`src/rtl/conv1d_pkg.sv`:
```
// Shared types and constants for the conv1d requantization stage.
package conv1d_pkg;

   localparam int INT32_SIZE = 32;
   localparam int BYTE_SIZE  = 8;
   localparam int SHIFT_W    = 6;

   localparam logic signed [INT32_SIZE-1:0] INT32_MIN = 32'sh8000_0000;
   localparam logic signed [INT32_SIZE-1:0] INT32_MAX = 32'sh7fff_ffff;

   typedef enum logic [2:0] {
      CFG_MULT    = 3'd0,
      CFG_SHIFT   = 3'd1,
      CFG_OFFSET  = 3'd2,
      CFG_ACT_MIN = 3'd3,
      CFG_ACT_MAX = 3'd4
   } cfg_sel_e;

   localparam logic signed [INT32_SIZE-1:0] MULT_RST    = 32'sh4000_0000;
   localparam logic signed [SHIFT_W-1:0]    SHIFT_RST   = '0;
   localparam logic signed [INT32_SIZE-1:0] OFFSET_RST  = '0;
   localparam logic signed [INT32_SIZE-1:0] ACT_MIN_RST = -32'sd128;
   localparam logic signed [INT32_SIZE-1:0] ACT_MAX_RST = 32'sd127;

   function automatic logic [BYTE_SIZE-1:0] low_byte(
      input logic signed [INT32_SIZE:0] v
   );
      return v[BYTE_SIZE-1:0];
   endfunction

endpackage

```
`src/rtl/conv1d_srdhm.sv`:
```
// Two-stage saturating rounding doubling high multiply (S2 product, S3 round).
module conv1d_srdhm
   import conv1d_pkg::*;
(
   input  logic                         clk,
   input  logic                         rst,
   input  logic                         en,
   input  logic                         in_valid,
   input  logic                         in_last,
   input  logic signed [INT32_SIZE-1:0] in_x,
   input  logic signed [INT32_SIZE-1:0] in_mult,
   output logic                         out_valid,
   output logic                         out_last,
   output logic signed [INT32_SIZE-1:0] out_h,
   output logic                         busy
);

   localparam logic signed [63:0] NUDGE_POS = 64'sh0000_0000_4000_0000;
   localparam logic signed [63:0] NUDGE_NEG = 64'shffff_ffff_c000_0001;
   localparam logic signed [63:0] TRUNC_ADJ = 64'sh0000_0000_7fff_ffff;

   logic                         s2_valid_q, s2_valid_d;
   logic                         s2_last_q, s2_last_d;
   logic                         s2_sat_q, s2_sat_d;
   logic signed [63:0]           s2_p_q, s2_p_d;
   logic                         s3_valid_q, s3_valid_d;
   logic                         s3_last_q, s3_last_d;
   logic signed [INT32_SIZE-1:0] s3_h_q, s3_h_d;
   logic signed [63:0]           sum, rnd;
   logic signed [INT32_SIZE-1:0] h;

   always_comb begin
      s2_valid_d = s2_valid_q;
      s2_last_d  = s2_last_q;
      s2_sat_d   = s2_sat_q;
      s2_p_d     = s2_p_q;
      s3_valid_d = s3_valid_q;
      s3_last_d  = s3_last_q;
      s3_h_d     = s3_h_q;
      sum = s2_p_q + (s2_p_q[63] ? NUDGE_NEG : NUDGE_POS);
      // biasing negatives before >>> turns the floor into truncation toward zero
      rnd = sum[63] ? sum + TRUNC_ADJ : sum;
      h   = s2_sat_q ? INT32_MAX : 32'(rnd >>> 31);
      if (en) begin
         s2_valid_d = in_valid;
         s3_valid_d = s2_valid_q;
         if (in_valid) begin
            s2_last_d = in_last;
            s2_p_d    = 64'(in_x) * 64'(in_mult);
            s2_sat_d  = (in_x == INT32_MIN) && (in_mult == INT32_MIN);
         end
         if (s2_valid_q) begin
            s3_last_d = s2_last_q;
            s3_h_d    = h;
         end
      end
   end

   always_ff @(posedge clk or posedge rst) begin
      if (rst) begin
         s2_valid_q <= 1'b0;
         s2_last_q  <= 1'b0;
         s2_sat_q   <= 1'b0;
         s2_p_q     <= '0;
         s3_valid_q <= 1'b0;
         s3_last_q  <= 1'b0;
         s3_h_q     <= '0;
      end else begin
         s2_valid_q <= s2_valid_d;
         s2_last_q  <= s2_last_d;
         s2_sat_q   <= s2_sat_d;
         s2_p_q     <= s2_p_d;
         s3_valid_q <= s3_valid_d;
         s3_last_q  <= s3_last_d;
         s3_h_q     <= s3_h_d;
      end
   end

   assign out_valid = s3_valid_q;
   assign out_last  = s3_last_q;
   assign out_h     = s3_h_q;
   assign busy      = s2_valid_q | s3_valid_q;

endmodule

```
`src/rtl/conv1d_requant.sv`:
```
// int32 accumulator -> int8 activation requantizer, 4-stage valid/ready pipe.
module conv1d_requant
   import conv1d_pkg::*;
#(
   parameter int SHIFT_MAX = 31
) (
   input  logic                         clk,
   input  logic                         rst,
   input  logic                         cfg_en,
   input  logic [2:0]                   cfg_sel,
   input  logic signed [INT32_SIZE-1:0] cfg_data,
   output logic                         cfg_err,
   input  logic                         in_valid,
   output logic                         in_ready,
   input  logic signed [INT32_SIZE-1:0] in_acc,
   input  logic                         in_last,
   output logic                         out_valid,
   input  logic                         out_ready,
   output logic [BYTE_SIZE-1:0]         out_data,
   output logic                         out_last,
   output logic                         busy
);

   logic signed [INT32_SIZE-1:0] mult_q, mult_d, off_q, off_d;
   logic signed [INT32_SIZE-1:0] amin_q, amin_d, amax_q, amax_d;
   logic signed [SHIFT_W-1:0]    shift_q, shift_d;
   logic                         cfg_err_q, cfg_err_d;
   logic                         s1_valid_q, s1_valid_d, s1_last_q, s1_last_d;
   logic signed [INT32_SIZE-1:0] s1_x_q, s1_x_d;
   logic                         out_valid_q, out_valid_d, out_last_q, out_last_d;
   logic [BYTE_SIZE-1:0]         out_data_q, out_data_d;
   logic                         s3_valid, s3_last, mid_busy, adv;
   logic signed [INT32_SIZE-1:0] s3_h, hs, r;
   logic [INT32_SIZE-1:0]        mask, rem, thr;
   logic [4:0]                   ls, rs;
   logic signed [INT32_SIZE:0]   v, lo, hi;

   assign adv      = !out_valid_q || out_ready;
   assign busy     = s1_valid_q || mid_busy || out_valid_q;
   assign in_ready = adv;

   always_comb begin
      mult_d    = mult_q;
      shift_d   = shift_q;
      off_d     = off_q;
      amin_d    = amin_q;
      amax_d    = amax_q;
      cfg_err_d = 1'b0;
      if (cfg_en) begin
         if (busy || cfg_sel > CFG_ACT_MAX) begin
            cfg_err_d = 1'b1;
         end else begin
            case (cfg_sel)
               CFG_MULT:    mult_d = cfg_data;
               CFG_SHIFT: begin
                  if (cfg_data > SHIFT_MAX)       shift_d = SHIFT_W'(SHIFT_MAX);
                  else if (cfg_data < -SHIFT_MAX) shift_d = SHIFT_W'(-SHIFT_MAX);
                  else                            shift_d = cfg_data[SHIFT_W-1:0];
               end
               CFG_OFFSET:  off_d  = cfg_data;
               CFG_ACT_MIN: amin_d = cfg_data;
               CFG_ACT_MAX: amax_d = cfg_data;
               default: ;
            endcase
         end
      end
   end

   // S1 uses the next-state shift so a same-cycle config write applies
   always_comb begin
      ls         = shift_d[SHIFT_W-1] ? 5'd0 : shift_d[4:0];
      s1_valid_d = adv ? in_valid : s1_valid_q;
      s1_last_d  = s1_last_q;
      s1_x_d     = s1_x_q;
      if (adv && in_valid) begin
         s1_last_d = in_last;
         s1_x_d    = in_acc << ls;
      end
   end

   conv1d_srdhm u_srdhm (
      .clk       (clk),
      .rst       (rst),
      .en        (adv),
      .in_valid  (s1_valid_q),
      .in_last   (s1_last_q),
      .in_x      (s1_x_q),
      .in_mult   (mult_q),
      .out_valid (s3_valid),
      .out_last  (s3_last),
      .out_h     (s3_h),
      .busy      (mid_busy)
   );

   always_comb begin
      rs   = shift_q[SHIFT_W-1] ? 5'(-shift_q) : 5'd0;
      mask = (32'd1 << rs) - 32'd1;
      rem  = s3_h & mask;
      thr  = (mask >> 1) + {31'd0, s3_h[INT32_SIZE-1]};
      hs   = s3_h >>> rs;
      r    = hs + {31'd0, rem > thr};
      lo   = {amin_q[INT32_SIZE-1], amin_q};
      hi   = {amax_q[INT32_SIZE-1], amax_q};
      v    = {r[INT32_SIZE-1], r} + {off_q[INT32_SIZE-1], off_q};
      // upper bound first: an inverted range resolves to act_min
      if (v > hi) v = hi;
      if (v < lo) v = lo;
      out_valid_d = adv ? s3_valid : out_valid_q;
      out_data_d  = out_data_q;
      out_last_d  = out_last_q;
      if (adv && s3_valid) begin
         out_data_d = low_byte(v);
         out_last_d = s3_last;
      end
   end

   always_ff @(posedge clk or posedge rst) begin
      if (rst) begin
         mult_q      <= MULT_RST;
         shift_q     <= SHIFT_RST;
         off_q       <= OFFSET_RST;
         amin_q      <= ACT_MIN_RST;
         amax_q      <= ACT_MAX_RST;
         cfg_err_q   <= 1'b0;
         s1_valid_q  <= 1'b0;
         s1_last_q   <= 1'b0;
         s1_x_q      <= '0;
         out_valid_q <= 1'b0;
         out_last_q  <= 1'b0;
         out_data_q  <= '0;
      end else begin
         mult_q      <= mult_d;
         shift_q     <= shift_d;
         off_q       <= off_d;
         amin_q      <= amin_d;
         amax_q      <= amax_d;
         cfg_err_q   <= cfg_err_d;
         s1_valid_q  <= s1_valid_d;
         s1_last_q   <= s1_last_d;
         s1_x_q      <= s1_x_d;
         out_valid_q <= out_valid_d;
         out_last_q  <= out_last_d;
         out_data_q  <= out_data_d;
      end
   end

   assign cfg_err   = cfg_err_q;
   assign out_valid = out_valid_q;
   assign out_data  = out_data_q;
   assign out_last  = out_last_q;

endmodule

```
`config.mk`:
```
export PLATFORM = sky130hd
export DESIGN_NAME = conv1d_requant
export DESIGN_NICKNAME = d
export VERILOG_FILES = /design/src/rtl/conv1d_pkg.sv /design/src/rtl/conv1d_srdhm.sv /design/src/rtl/conv1d_requant.sv
export SDC_FILE = /design/constraint.sdc
export NUM_CORES = 2
export LEC_CHECK = 0
export ABC_AREA = 1
export CAP_MARGIN = 40
export CORE_MARGIN = 3
export CORE_UTILIZATION = 45
export DETAILED_ROUTE_END_ITERATION = 8
export GPL_TIMING_DRIVEN = 1
export HOLD_SLACK_MARGIN = 0.03
export PLACE_DENSITY = 0.7
export SYNTH_ARGS = -nofsm -noshare
export SYNTH_HDL_FRONTEND = slang
export SYNTH_SLANG_ARGS = --single-unit
```
`constraint.sdc`:
```
create_clock -name clk -period 17.65 [get_ports clk]
set_input_delay 4.4125 -clock clk [delete_from_list [all_inputs] [get_ports clk]]
set_output_delay 4.4125 -clock clk [all_outputs]
set_load 0.03 [all_outputs]
```
==> results.yml <==
run_status:
  status: "complete, no violations"
logic_synthesis:
  synth_cell_types: 65
  seq_area_frac_synth_pct: 11.2
  synth_flop_cell: "dfrtp_1"
  syn_area_um2: 63100
  syn_area_per_cell_um2: 7.25
  synth_edf_count: 0
  synthTopCellsByArea: "fa_1, nand2_1, inv_1, dfrtp_1, ha_1"
  yosys-top-cells-count: "nand2_1, inv_1, fa_1, nor2_1, nand3_1"
  yosysTopAreaCellShare_pct: 34.4
  synth_seq_cells: 280
  syn_inst: 8701
  async_flop_share_pct: 100
  synth_most_common_cell: "nand2_1"
  syn_nets: 10200
  yosysTopAreaCell: "fa_1"
  ys.warnings.count: 0
job:
  maxCapViolations: 0
worst_setup_path:
  path_delay_family: "simple AND/OR/NAND/NOR gates"
  path_class: "reg2reg"
  crit_path_frequent_cell: "nand2_1"
  worstPathMaxFanout: 39
  start_kind: "flop"
  slowest_stage: "nor4b_1"
  arrival_ns: 15.03
  slowest_delay_ns: 0.56
  end_kind: "flop"
  cp_num_buf_inv: 9
  crit_required_ns: 18.11
routing:
  drtAntennaViolNets: 0
  vias: 56500
  route.final.wire_length_mm: 221
  wire_per_inst_um: 21.1
  firstDrtPassIters: 6
  route.detailed.drc: 0
  vias_per_cell: 5.40
  drt_iter0_drc: 5093
place:
  dp_cells: 10400
  io_buffers: 85
  post-place-ws_ns: 3.20
  dp_hpwl_mm: 181
  gp_congestion: 0.986
cts:
  cts_hold_buffers: 0
  clk_latency_ns: 0.59
  cts_setup_buffers: 0
  root_buffer: "clkbuf_16"
  htreeDepth: 2
  cts_tree: "built"
  clk_pin_slew_ns: 0.07
  numCtsBuffers: 38
  clock-sinks: 280
  cts_resized: 0
  cts_buffer_depth: 3
min_path:
  min_path_type: "reg2reg"
global_route:
  grt_antenna_before_repair: 5
  grt_pass1_wl_mm: 344
  track_usage_pct: 30.7
  grt_pass1_vias: 57800
  grt_max_degree: 164
  grt.overflow.total: 0
timing:
  max_freq_ghz: 0.0686
  finalMaxSlewViolations: 0
  setup_tns_ns: 0
  min_period_ns: 14.57
  tightest_slew_ns: 1.06
  rsz0062_at_grt: "false"
  setup_viol: 0
  slew-limit-headroom_pct: 29.4
  finalHoldViolations: 0
  setup_ws_ns: 3.08
  fin_crit_sh_pct: 82.6
  skew_ns: 0.0408
layout:
  fin_cells: 10500
  nets: 10100
  drive_above_1_share_pct: 3.84
  area_growth_pct: 6.31
  fillers: 13900
  finalCoreUtilization_pct: 48.5
floorplanning:
  die_area_um2: 145000
  io_pins: 86
  core_um2: 138000
  fp.dieW_um: 381
  start_util_pct: 45.6
  die_y_um: 381
  placementRows: 136
-- worst min-delay path, delay by kind of cell (launching register included) --
| kind | cells | cell delay [ns] |
|---|---|---|
| buffers and inverters | 1 | 0.07 |
| flip-flops | 1 | 0.32 |
| AND/OR/NAND/NOR | 1 | 0.07 |
-- registers in the layout, summed over array words and instances (netlist names), 6 cells and up --
register and count:
amax_q 32, amin_q 32, mult_q 32, off_q 32, out_data 8, s1_x_q 32
shift_q 6, u_srdhm.out_h 32, u_srdhm.s2_p_q 64
-- cells by family (layout without fill, tap and decap cells) --
| logic type | Yosys count | after routing | share of synthesized area (%) |
|---|---|---|---|
| buf+inv | 2405 | 2303 | 14.5 |
| compound gates | 828 | 828 | 7.18 |
| mux | 4 | 4 | 0.0634 |
| other cells | 2 | 3 | 0.0119 |
| xor+xnor | 163 | 163 | 2.32 |
| simple gates | 3581 | 3581 | 23.4 |
| flops | 280 | 280 | 11.2 |
| fa+ha+maj | 1438 | 1438 | 41.4 |
-- layer usage --
metal | vias to the layer above | part of all wire [%] | global-route usage (%) | routed length (um)
met1 | 27900 | 43 | 42.4 | 93900
li1 | 25700 | - | - | -
met3 | 419 | 9.0 | 5.90 | 20000
met4 | 8 | 3.3 | 8.89 | 7380
met5 | - | 0.028 | 0 | 61
met2 | 2403 | 45 | 49.2 | 99600
-- area by class of cell --
type	instances	area [um^2]	area share, %
timing repair buffer	189	1750	2.61
multi-input combinational	6016	46900	69.9
clock inverter	24	305	0.455
tap	1863	2330	3.47
inverter	2044	7680	11.4
clock buffer	46	1050	1.57
antenna	1	2.50	0.00373
sequential	280	7050	10.5
-- final timing paths --
kind | startpoint | endpoint | slack (ns) | depth (start not counted)
worst max-delay path | shift_q[0] | out_data[5] | 3.08 | 68
worst max register to register | shift_q[0] | out_data[5] | 3.08 | 68
worst min register to register | u_srdhm.out_valid | out_valid | 0.47 | 2
worst min-delay path | u_srdhm.out_valid | out_valid | 0.47 | 2
min in group asynchronous | rst | cfg_err | 4.21 | 2
max in group asynchronous | rst | u_srdhm.s2_p_q[52] | 11.63 | 4
-- metrics by stage --
step                cell area, um^2  hold slack, ns
finish                        67100           0.475
floorplan                     63100           0.442
global route                  67100           0.509
global placement              65600           0.457
detailed placement            65700           0.466
CTS                           67100           0.473
-- cell usage in the layout (no fill, tap or decap), types with 77 or more instances in the layout --
master,n
a21oi_1,238
buf_4,94
clkdlybuf4s50_1,85
dfrtp_1,247
fa_1,1083
ha_1,355
inv_1,2018
nand2_1,2408
nand3_1,368
nand4_1,115
nor2_1,506
o21ai_0,350
o21ai_1,77
xor2_1,111
Power is left out: the tool's default activity adds up to more than one toggle a clock period on the data nets, which glitch-free logic cannot reach.
